[src/rtl/mips_fetch.sv]
// Instruction fetch front end: issues word-aligned memory requests under a
// credit limit and queues in-order responses with their PCs for the core.
module mips_fetch #(
    parameter logic [31:0] RESET_PC = 32'h1000_0000,
    parameter int unsigned DEPTH    = 4
) (
    input  logic        clk,
    input  logic        rst,
    output logic        imem_req,
    output logic [31:0] imem_addr,
    input  logic        imem_gnt,
    input  logic        imem_rvalid,
    input  logic [31:0] imem_rdata,
    input  logic        redirect,
    input  logic [31:0] redirect_pc,
    output logic        inst_valid,
    input  logic        inst_ready,
    output logic [31:0] instruction,
    output logic [31:0] pc
);

    localparam int unsigned AW    = $clog2(DEPTH);
    localparam int unsigned CW    = AW + 1;
    localparam logic [CW:0] LIMIT = DEPTH[CW:0];

    typedef enum logic {S_RUN, S_FLUSH} state_t;

    state_t        r_state;
    state_t        w_state_nxt;
    logic [31:0]   r_fetch_pc;
    logic [31:0]   r_resp_pc;
    logic [31:0]   r_pc_mem  [DEPTH];
    logic [31:0]   r_ins_mem [DEPTH];
    logic [AW-1:0] r_wr_ptr;
    logic [AW-1:0] r_rd_ptr;
    logic [CW-1:0] r_count;
    logic [CW-1:0] r_outst;
    logic [CW-1:0] r_stale;
    logic [CW-1:0] w_outst_nxt;
    logic [CW-1:0] w_stale_nxt;
    logic [CW:0]   w_credit;
    logic [31:0]   w_redir_pc;
    logic          w_req;
    logic          w_gnt;
    logic          w_rsp;
    logic          w_drop;
    logic          w_push;
    logic          w_pop;
    logic          w_valid;
    logic          w_unused_bits;

    assign w_redir_pc    = {redirect_pc[31:2], 2'b00};
    assign w_unused_bits = &{1'b0, redirect_pc[1:0]};

    // Buffered plus in-flight words may never exceed DEPTH, so a push always has room.
    assign w_credit = {1'b0, r_count} + {1'b0, r_outst};
    assign w_req    = rst && (r_state == S_RUN) && (w_credit < LIMIT);
    assign w_gnt    = w_req && imem_gnt;
    assign w_rsp    = imem_rvalid && (r_outst != '0);
    assign w_drop   = w_rsp && (r_stale != '0);
    assign w_push   = w_rsp && (r_stale == '0) && (r_state == S_RUN) && !redirect;
    assign w_valid  = (r_count != '0);
    assign w_pop    = w_valid && inst_ready && !redirect;

    always_comb begin
        w_outst_nxt = r_outst;
        if (w_gnt && !w_rsp) begin
            w_outst_nxt = r_outst + CW'(1);
        end else if (!w_gnt && w_rsp) begin
            w_outst_nxt = r_outst - CW'(1);
        end
    end

    // A redirect marks everything still in flight (including this cycle's grant) as stale.
    always_comb begin
        w_stale_nxt = r_stale;
        w_state_nxt = r_state;
        if (redirect) begin
            w_stale_nxt = w_outst_nxt;
            w_state_nxt = (w_outst_nxt != '0) ? S_FLUSH : S_RUN;
        end else begin
            if (w_drop) begin
                w_stale_nxt = r_stale - CW'(1);
            end
            if ((r_state == S_FLUSH) && (w_stale_nxt == '0)) begin
                w_state_nxt = S_RUN;
            end
        end
    end

    always_ff @(posedge clk or negedge rst) begin
        if (!rst) begin
            r_state    <= S_RUN;
            r_fetch_pc <= RESET_PC;
            r_resp_pc  <= RESET_PC;
            r_outst    <= '0;
            r_stale    <= '0;
            r_count    <= '0;
            r_wr_ptr   <= '0;
            r_rd_ptr   <= '0;
        end else begin
            r_state <= w_state_nxt;
            r_outst <= w_outst_nxt;
            r_stale <= w_stale_nxt;
            if (redirect) begin
                r_fetch_pc <= w_redir_pc;
                r_resp_pc  <= w_redir_pc;
                r_count    <= '0;
                r_wr_ptr   <= '0;
                r_rd_ptr   <= '0;
            end else begin
                if (w_gnt) begin
                    r_fetch_pc <= r_fetch_pc + 32'd4;
                end
                if (w_push) begin
                    r_resp_pc <= r_resp_pc + 32'd4;
                    r_wr_ptr  <= r_wr_ptr + AW'(1);
                end
                if (w_pop) begin
                    r_rd_ptr <= r_rd_ptr + AW'(1);
                end
                if (w_push && !w_pop) begin
                    r_count <= r_count + CW'(1);
                end else if (!w_push && w_pop) begin
                    r_count <= r_count - CW'(1);
                end
            end
        end
    end

    always_ff @(posedge clk) begin
        if (w_push) begin
            r_pc_mem[r_wr_ptr]  <= r_resp_pc;
            r_ins_mem[r_wr_ptr] <= imem_rdata;
        end
    end

    assign imem_req    = w_req;
    assign imem_addr   = r_fetch_pc;
    assign inst_valid  = w_valid;
    assign instruction = w_valid ? r_ins_mem[r_rd_ptr] : '0;
    assign pc          = w_valid ? r_pc_mem[r_rd_ptr] : '0;

endmodule

[config.mk]
export PLATFORM = sky130hd
export DESIGN_NAME = mips_fetch
export DESIGN_NICKNAME = d
export VERILOG_FILES = /design/src/rtl/mips_fetch.sv
export SDC_FILE = /design/constraint.sdc
export NUM_CORES = 1
export LEC_CHECK = 0
export CORE_UTILIZATION = 50
export DETAILED_ROUTE_END_ITERATION = 10
export PLACE_DENSITY = 0.76
export SLEW_MARGIN = 40
export SYNTH_ARGS = -nofsm -noshare
export SYNTH_HDL_FRONTEND = slang
export SYNTH_SLANG_ARGS = --single-unit
[constraint.sdc]
create_clock -name clk -period 3.5 [get_ports clk]
set_input_delay 0.35 -clock clk [delete_from_list [all_inputs] [get_ports clk]]
set_output_delay 0.35 -clock clk [all_outputs]
set_load 0.01 [all_outputs]
* Word level (Yosys, flattened, before mapping) *
Memories as Yosys holds them, arrays and structs flattened.
Index checks and enable logic that the tools add are counted.

storage, ports and cells
  memory bits (writable) = 256
  latch bits = 0
  memories = 2
  output and inout port bits = 98
  memory bits (read-only) = 0
  register bits = 78

cells by class
  shift-type cells = 0
  muxes and demuxes = 23
  bitwise logic cells = 1
  eq/ne operators = 0
  magnitude comparators = 1
  $mul = 0
  reduce and logical (&&, ||, !) cells = 31
  add/subtract/negate cells = 10
  div/mod/pow operators = 0

memories
  memory     words  bits a word  read ports  clocked after memory_dff  write ports  RTL line  RTL
  r_ins_mem  4      32           1           0                         1            33        logic [31:0] r_ins_mem [DEPTH];
  r_pc_mem   4      32           1           0                         1            32        logic [31:0] r_pc_mem [DEPTH];

operator list
  cell                   number
  $mux 32                6
  $add 32x3->32 const B  2
  $mux 3                 8
  $logic_and 1x1->1      15
  $reduce_bool 3->1      5
  $sub 3x1->3 const B    3
  $mux 2                 4
  $reduce_bool 2->1      4
  $add 3x1->3 const B    2
  $logic_not 3->1        2
  $logic_not 1->1        5
  $mux 1                 5
  $add 2x1->2 const B    2
  $add 3x3->4            1
  $lt 4x3->1 const B     1
  $not 1->1              1

* Logic depth before layout (Yosys ltp) *
Gate-level depths: netlist of the first run.

  word-level depth = 11
  depth in mapped cells = 12
  gate-level depth less buffers = 10

* Worst setup path after synthesis of the first run *
No wires, ideal clock.

  kind = register -> register
  from = register r_stale[0]
  to = memory r_ins_mem[0][0] (enable)
  clock period less this slack = 3.500 ns
  data required time = 3.073 ns
  arrival = 3.073 ns
  path slack = 0.000 ns
  stages on the path, launching flop included = 9
  cell sequence = dfrtp_1 > inv_1 > ha_1 > ha_1 > nor2b_1 > and3_1 > clkbuf_1 > clkbuf_1 > and3_1

between the ends
  longest elaborated chain between the ends = 6

RTL lines
  element                         RTL line  RTL
  from (decl)                     38        logic [CW-1:0] r_stale;
  from (signal assigned)          104       r_stale <= w_stale_nxt;
  $logic_not 3->1                 61        assign w_push = w_rsp && (r_stale == '0) && (r_state == S_RUN) && !redirect;
  $logic_and 1x1->1 (3 in a row)  61
  $mux 1                          132       if (w_push) begin
  $mux 1 (implied by the code)    134       r_ins_mem[r_wr_ptr] <= imem_rdata;
  to (decl)                       33

No other way between the ends.

* Worst setup path after layout of the first run *
  from = register r_rd_ptr[0]
  to = output port pc[4]

between the ends
  longest elaborated chain between the ends = 2

RTL lines
  element                 RTL line  RTL
  from (decl)             35        logic [AW-1:0] r_rd_ptr;
  from (signal assigned)  120       r_rd_ptr <= r_rd_ptr + AW'(1);
  $mem_v2 4x32            --
  $mux 32                 142       assign pc = w_valid ? r_pc_mem[r_rd_ptr] : '0;
  to (decl)               19        output logic [31:0] pc

No other way between the ends.

==> summary.md, run 1 <==
• **result of the run** finished, final reports clean
• **sum of negative setup slack** 0 ns
• **portion of the clock cycle consumed by the worst path in the final layout** 88.8%
• **cell count of the worst reg-to-reg path** 6
• **MaxCap Viol Count** 0
• **Vias** 8001
• **Wirelength per Cell** 21.4 um
• **Die ar.** 0.0282 mm^2
• **clock tree from TritonCTS** yes
• **commonest cells in the netlist** 248 x sky130_fd_sc_hd__edfxtp_1, 72 x sky130_fd_sc_hd__dfrtp_1, 64 x sky130_fd_sc_hd__and2_1, 62 x sky130_fd_sc_hd__mux4_2, 36 x sky130_fd_sc_hd__nand2_1
• **global-route usage over all layers** 21.7%
• **leftover overflow at the end of global routing** 0
• **Initial Util** 51.0%
• **fraction of layout instances using a drive strength above 1** 17.1%
• **Core Area** 0.0270 mm^2
• **Leak** 5.79 nW
• **path class of the lowest-slack min-delay path** primary input to async pin
• **Worst setup EP type** output pin
• **Critical Path Start** r_rd_ptr[0]
• **CP peak stage delay** 0.68 ns
• **setup repair after global routing missed its margin** false
• **Storage cell area** 0.00931 mm^2
• **mean cell area of the mapped netlist** 16.1 um^2
• **most instantiated library cell after synthesis** sky130_fd_sc_hd__edfxtp_1
• **DRT Wirelength** 29900 um
• **sequential share of the synthesized area** 67.6%
• **Final Hold Viols** 0
• **deepest level of the CTS H-tree** 2
• **crit start category** flop
• **DIE WIDTH** 168 um
• **Port-buffer cells** 161
• **count of inserted antenna diode cells** 0
• **chip height** 168 um
• **start of the worst register-to-register path** r_count[2]
• **Synth Cell Area** 0.0138 mm^2
• **count of distinct cell types in the synthesized netlist** 52
• **ports placed on the boundary** 168
• **root buffer cell** sky130_fd_sc_hd__clkbuf_16
• **routability-driven placement congestion ratio** 0.799
• **std cell rows** 60
• **number of cells after detailed placement** 1334
• **flop and latch count out of synthesis** 322
• **register-to-register path setup slack** 0.72 ns
• **number of standard cells after synthesis** 853
• **Final WS setup** 0.392 ns
• **initial antenna violation count** 0
• **Required @ worst endpoint** 3.15 ns
• **fraction of registers with async set or reset after synthesis** 23.0%
• **normalized max-slew margin** 60.2%
• **slew at the pin closest to its max-slew limit** 0.593 ns
• **final worst path period need** 3.11 ns
• **Clock Latency Late Sink** 0.52 ns
• **Post-route DRC** 0
• **Worst setup endpoint** pc[4]
• **pin count of the biggest net entering global routing** 60
• **number of buffers added by the clock tree synthesis step** 34
• **Final ANT Viol Nets** 0
• **first-pass GRT wire length** 46400 um
• **clk_skew** 0.0243 ns
• **endpoint of the worst register-to-register path** imem_addr[20]
• **classification of the worst setup path** flop to output pin
• **Max Slew Vio Count** 0
• **Worst Path Arrival** 2.76 ns
• **final-layout worst hold slack** 0.270 ns
• **Vias/cell** 5.74
• **maximum buffer depth of the clock tree** 3
• **Warnings, synthesis** 0
• **ranking of synthesized cells by area** sky130_fd_sc_hd__edfxtp_1 54%, sky130_fd_sc_hd__dfrtp_1 13%, sky130_fd_sc_hd__mux4_2 10%
• **half-perimeter wire length after placement** 19500 um
• **Synth Flop Type** sky130_fd_sc_hd__edfxtp_1
• **area of combinational cells with multiple inputs** 0.00419 mm^2
• **cell with the largest stage delay on the worst path** sky130_fd_sc_hd__dfrtp_4
• **Max Fanout on Critical Path** 18
• **fraction of post-synthesis cell area in the top cell type by area** 54.1%
• **Pre-Repair DR Iteration Count** 5
• **number of clock sinks seen by CTS** 322
• **maximum clock rate** 322 MHz
• **Cell Count, Final, Fillers Out** 1395
• **Syn-to-layout area delta** 23.6%
• **worst setup slack after placement** 0.794 ns
• **number of endpoints failing setup at the final stage** 0
• **peak ir drop on the vdd network** 0.322 mV
• **EDFF count, synth** 248
• **Final Net Count** 1114
• **buffer count from post-CTS setup fixing** 0
• **post-synth top area cell** sky130_fd_sc_hd__edfxtp_1
• **worst-path cell chain** buf_4 -> mux4_2 -> and2_1 -> clkdlybuf4s50_1
• **total power consumption of the routed design** 11.2 mW
• **via count of the first global-routing pass** 8059
• **power density over the cells** 658 mW/mm^2
• **fill cell instance count of the final layout** 1920
• **Clock transition at path regs** 0.06 ns
• **initial DRC count** 699
-- power breakdown --
part	switching (mW)	internal, mW	total (mW)	leakage (nW)
combinational	1.37	1.68	3.05	2.17
clock	1.46	2.12	3.58	0.532
sequential	0.252	4.32	4.57	3.09
total	3.08	8.11	11.2	5.79
-- registers in the layout, summed over array words and instances (netlist names) --
signal     flops
r_ins_mem    128
r_pc_mem     120
imem_addr     30
r_resp_pc     30
r_count        3
r_outst        3
r_stale        3
r_rd_ptr       2
r_wr_ptr       2
r_state        1
-- layout by cell type (no fill, tap or decap), types with 4 or more instances in the layout --
master / count
sky130_fd_sc_hd__buf_12: 8
sky130_fd_sc_hd__inv_1: 23
sky130_fd_sc_hd__clkinv_1: 5
sky130_fd_sc_hd__and4_1: 9
sky130_fd_sc_hd__nand2_1: 36
sky130_fd_sc_hd__bufinv_16: 4
sky130_fd_sc_hd__buf_4: 14
sky130_fd_sc_hd__nor4_1: 13
sky130_fd_sc_hd__mux4_2: 62
sky130_fd_sc_hd__and3_2: 4
sky130_fd_sc_hd__xnor2_1: 24
sky130_fd_sc_hd__ha_1: 13
sky130_fd_sc_hd__xor2_1: 22
sky130_fd_sc_hd__o31ai_1: 8
sky130_fd_sc_hd__or3_1: 6
sky130_fd_sc_hd__nand3_1: 19
sky130_fd_sc_hd__clkdlybuf4s50_1: 160
sky130_fd_sc_hd__or4_1: 9
sky130_fd_sc_hd__and3_1: 13
sky130_fd_sc_hd__dfrtp_1: 70
sky130_fd_sc_hd__mux2_2: 33
sky130_fd_sc_hd__nor2_1: 19
sky130_fd_sc_hd__nand4_1: 21
sky130_fd_sc_hd__a21oi_1: 11
sky130_fd_sc_hd__and2_1: 64
sky130_fd_sc_hd__conb_1: 4
sky130_fd_sc_hd__clkbuf_1: 8
sky130_fd_sc_hd__o31a_1: 4
sky130_fd_sc_hd__nor3_1: 10
sky130_fd_sc_hd__clkbuf_16: 34
sky130_fd_sc_hd__o21ai_0: 13
sky130_fd_sc_hd__a31oi_1: 17
sky130_fd_sc_hd__edfxtp_1: 248
-- cell type report --
class	count	share of cell area [%]
flip-flops and latches	322	54.7
multi-input cells	464	24.7
repair buffers	184	11.1
clock buffers	43	5.26
well taps	341	2.51
clock inverters	17	1.20
inverters	24	0.530
-- routing by layer --
| layer | global-route usage (%) | vias up | part of all wire, % |
|---|---|---|---|
| li1 | - | 3669 | - |
| met1 | 29.9 | 4034 | 44 |
| met2 | 35.2 | 250 | 48 |
| met3 | 3.67 | 48 | 5.6 |
| met4 | 7.46 | 0 | 2.7 |
| met5 | 0 | - | 0 |
-- logic make-up after synthesis --
logic type / Yosys count / synth area share, %
other cells: 1 / 0.0273
flops: 322 / 67.6
compound gates: 68 / 3.22
mux: 97 / 13.0
simple gates: 235 / 9.81
buf+inv: 70 / 2.07
xor+xnor: 46 / 2.93
fa+ha+maj: 14 / 1.33
-- repair_timing --
item	4_1_cts	5_1_grt
resized for setup	0	0
endpoints found under the hold margin	15	0
hold buffers	1	0
endpoints found under the setup margin	0	0
-- metrics by stage --
stage / instance area, um^2 / util, %
finish: 17000 / 63.1
detailed placement: 15900 / 58.9
global placement: 15900 / 58.9
CTS: 17000 / 63.1
floorplan: 13800 / -
global route: 17000 / 63.1
-- worst max-delay path, delay by kind of cell, from the launching register on --
family	cells	cell delay [ns]
buffers and inverters	2	0.80
DFF	1	0.68
muxes	1	0.59
and+or+nand+nor	1	0.19
-- worst min path at each step --
stage                    endpoint  slack [ns]  cells after the start
floorplan           imem_addr[10]        0.05                      0
global placement    imem_addr[23]        0.24                      1
detailed placement  imem_addr[23]        0.25                      1
CTS                    r_count[0]        0.26                      2
global route           r_count[1]        0.28                      2
finish                 r_count[1]        0.27                      2
(Power assumes the default switching activity.)
==> run 2: changes to the inputs <==
Settings changed: CORE_UTILIZATION 50 to 34, PLACE_DENSITY 0.76 to unset, SLEW_MARGIN 40 to 20.
==> run 2 against run 1 <==
Against the previous run: the flow now finishes with violations (negative hold slack); first-iteration DRC count decreased by 25%; sequential power hardly changed; non-clock buffer count shrank 3; worst hold slack worse by 0.30 ns; critical path depth unchanged; clock power increased by 2%; cell count rose by 13%; register-to-register slack lost 0.10 ns; maximum frequency increased by 1.5%; worst setup slack gained 0.045 ns; global-route usage down 6.0 points; largest cell class unchanged; largest power group unchanged.
==> summary.md, run 2 (synthesis gave the netlist of run 1 again) <==
• **most frequent cells in the layout** 248 x sky130_fd_sc_hd__edfxtp_1, 160 x sky130_fd_sc_hd__clkdlybuf4s50_1, 70 x sky130_fd_sc_hd__dfrtp_1, unchanged
• **Max Slew Vio Count** 0, unchanged
• **routability-driven placement congestion ratio** 0.790, was 0.799
• **via count of the first global-routing pass** 7863, was 8059
• **maximum buffer depth of the clock tree** 3, unchanged
• **Initial Util** 34.5%, was 51.0%
• **cell with the largest stage delay on the worst path** sky130_fd_sc_hd__mux4_2, was sky130_fd_sc_hd__dfrtp_4
• **Pre-Repair DR Iteration Count** 4, was 5
• **Clock Latency Late Sink** 0.53 ns, was 0.52 ns
• **root buffer cell** sky130_fd_sc_hd__clkbuf_16, unchanged
• **DIE WIDTH** 203 um, was 168 um
• **global-route usage over all layers** 15.7%, was 21.7%
• **buffer count from post-CTS setup fixing** 0, unchanged
• **Final WS setup** 0.437 ns, was 0.392 ns
• **worst-path cell chain** buf_4 -> mux4_2 -> and2_1 -> clkdlybuf4s50_1, unchanged
• **half-perimeter wire length after placement** 20400 um, was 19500 um
• **Vias** 8083, was 8001
• **Core Area** 0.0398 mm^2, was 0.0270 mm^2
• **final worst path period need** 3.06 ns, was 3.11 ns
• **clk_skew** 0.0118 ns, was 0.0243 ns
• **number of resized instances in the post-cts repair step** 0, unchanged
• **fill cell instance count of the final layout** 3574, was 1920
• **normalized max-slew margin** 49.8%, was 60.2%
• **setup repair after global routing missed its margin** false, unchanged
• **number of buffers added by the clock tree synthesis step** 36, was 34
• **Reg with most FFs** r_ins_mem, unchanged
• **worst setup slack after placement** 0.738 ns, was 0.794 ns
• **pin count of the biggest net entering global routing** 75, was 60
• **first-pass GRT wire length** 48600 um, was 46400 um
• **Port-buffer cells** 161, unchanged
• **final-layout worst hold slack** -0.0292 ns, was 0.270 ns
• **crit start category** flop, unchanged
• **number of clock sinks seen by CTS** 322, unchanged
• **ports placed on the boundary** 168, unchanged
• **Post-route DRC** 0, unchanged
• **Required @ worst endpoint** 3.15 ns, about the same
• **clock tree from TritonCTS** yes, unchanged
• **MaxCap Viol Count** 0, unchanged
• **slew at the pin closest to its max-slew limit** 0.749 ns, was 0.593 ns
• **Vias/cell** 5.12, was 5.74
• **initial DRC count** 522, was 699
• **initial antenna violation count** 0, unchanged
• **leftover overflow at the end of global routing** 0, unchanged
• **count of inserted antenna diode cells** 0, unchanged
• **Worst Path Arrival** 2.71 ns, was 2.76 ns
• **portion of the clock cycle consumed by the worst path in the final layout** 87.5%, was 88.8%
• **commonest non-fill, non-tap cell in the layout** sky130_fd_sc_hd__edfxtp_1, unchanged
• **power density over the cells** 657 mW/mm^2, was 658 mW/mm^2
• **max reg flops** 128, unchanged
• **result of the run** finished with violations, was finished, final reports clean
• **final core occ** 43.1%, was 63.1%
• **Die ar.** 0.0413 mm^2, was 0.0282 mm^2
• **Final Hold Viols** 22, was 0
• **Final ANT Viol Nets** 0, unchanged
• **failing checks** negative hold slack
• **Syn-to-layout area delta** 24.9%, was 23.6%
• **Max Fanout on Critical Path** 16, was 18
• **number of endpoints failing setup at the final stage** 0, unchanged
• **Worst setup EP type** output pin, unchanged
• **DRT Wirelength** 32100 um, was 29900 um
• **chip height** 203 um, was 168 um
• **Leak** 5.77 nW, was 5.79 nW
• **maximum clock rate** 326 MHz, was 322 MHz
• **Wirelength per Cell** 20.3 um, was 21.4 um
• **biggest registers after layout** r_ins_mem (128), r_pc_mem (120), unchanged
• **peak ir drop on the vdd network** 0.314 mV, was 0.322 mV
• **fraction of layout instances using a drive strength above 1** 16.9%, was 17.1%
• **std cell rows** 73, was 60
• **Clock transition at path regs** 0.06 ns, about the same
• **CP peak stage delay** 0.58 ns, was 0.68 ns
• **sum of negative setup slack** 0 ns, unchanged
• **number of hold-repair buffers added at the cts stage** 0, was 1
• **deepest level of the CTS H-tree** 2, unchanged
• **path class of the lowest-slack min-delay path** primary input to async pin, unchanged
• **Final Net Count** 1113, was 1114
• **classification of the worst setup path** flop to output pin, unchanged
-- run 2: cell types whose count changed in the layout (fill, tap and decap cells not counted), sizes merged --
cell and change:
buf -2, bufinv -1, clkbuf +7, clkinv -1, clkinvlp +2, dlygate4sd3 -1
inv -3
-- run 2: final cells by class --
| cell class | instances | area [um^2] | share of cell area [%] |
|---|---|---|---|
| clock buffers | 50 | 975 | 5.67 |
| well taps | 525 | 657 | 3.82 |
| multi-input cells | 464 | 4190 | 24.4 |
| inverters | 24 | 90.1 | 0.524 |
| flip-flops and latches | 322 | 9310 | 54.2 |
| repair buffers | 181 | 1810 | 10.6 |
| clock inverters | 14 | 149 | 0.867 |
-- run 2: stage by stage --
stage	cell area, um^2	total power [mW]	std cells
after global placement	16100	7.75	1516
final	17200	11.3	1580
after CTS	17200	11.5	1580
after floorplan	13800	6.27	856
after detailed placement	16100	7.78	1516
after global routing	17200	11.8	1580
-- run 2: critical path, delay by kind of cell (launching register included) --
kind | cells | cell delay (ns)
mux | 1 | 0.58
simple gates | 1 | 0.17
flops | 1 | 0.56
buf+inv | 2 | 0.86
-- run 2: final timing paths --
| kind | startpoint | end | slack [ns] | cells after the start |
|---|---|---|---|---|
| max | r_rd_ptr[0] | pc[12] | 0.44 | 4 |
| min | rst | r_outst[0] | -0.03 | 2 |
| max reg2reg | r_count[2] | imem_addr[31] | 0.62 | 6 |
| min reg2reg | r_resp_pc[31] | r_pc_mem[1][31] | 0.56 | 0 |
| max in group asynchronous | rst | r_rd_ptr[0] | 2.96 | 2 |
| min in group clk | rst | imem_addr[3] | 0.41 | 5 |
-- run 2: power by group --
group	total, mW	switching (mW)	internal [mW]
Sequential	4.55	0.229	4.32
Combinational	3.09	1.41	1.69
Clock	3.64	1.47	2.17
Total	11.3	3.11	8.17
-- run 2: routing by layer --
layer / vias to the layer above / track usage, % / wire length (um)
met2: 211 / 24.8 / 15000
met5: - / 0 / 0
met1: 4172 / 21.7 / 14400
li1: 3652 / - / -
met3: 48 / 3.69 / 1990
met4: 0 / 4.40 / 666
==> run 3: changes to the inputs <==
Settings changed: GPL_ROUTABILITY_DRIVEN set to 0.
==> results of run 3 <==
The final DEF is identical to that of run 2; final timing and power are the same.
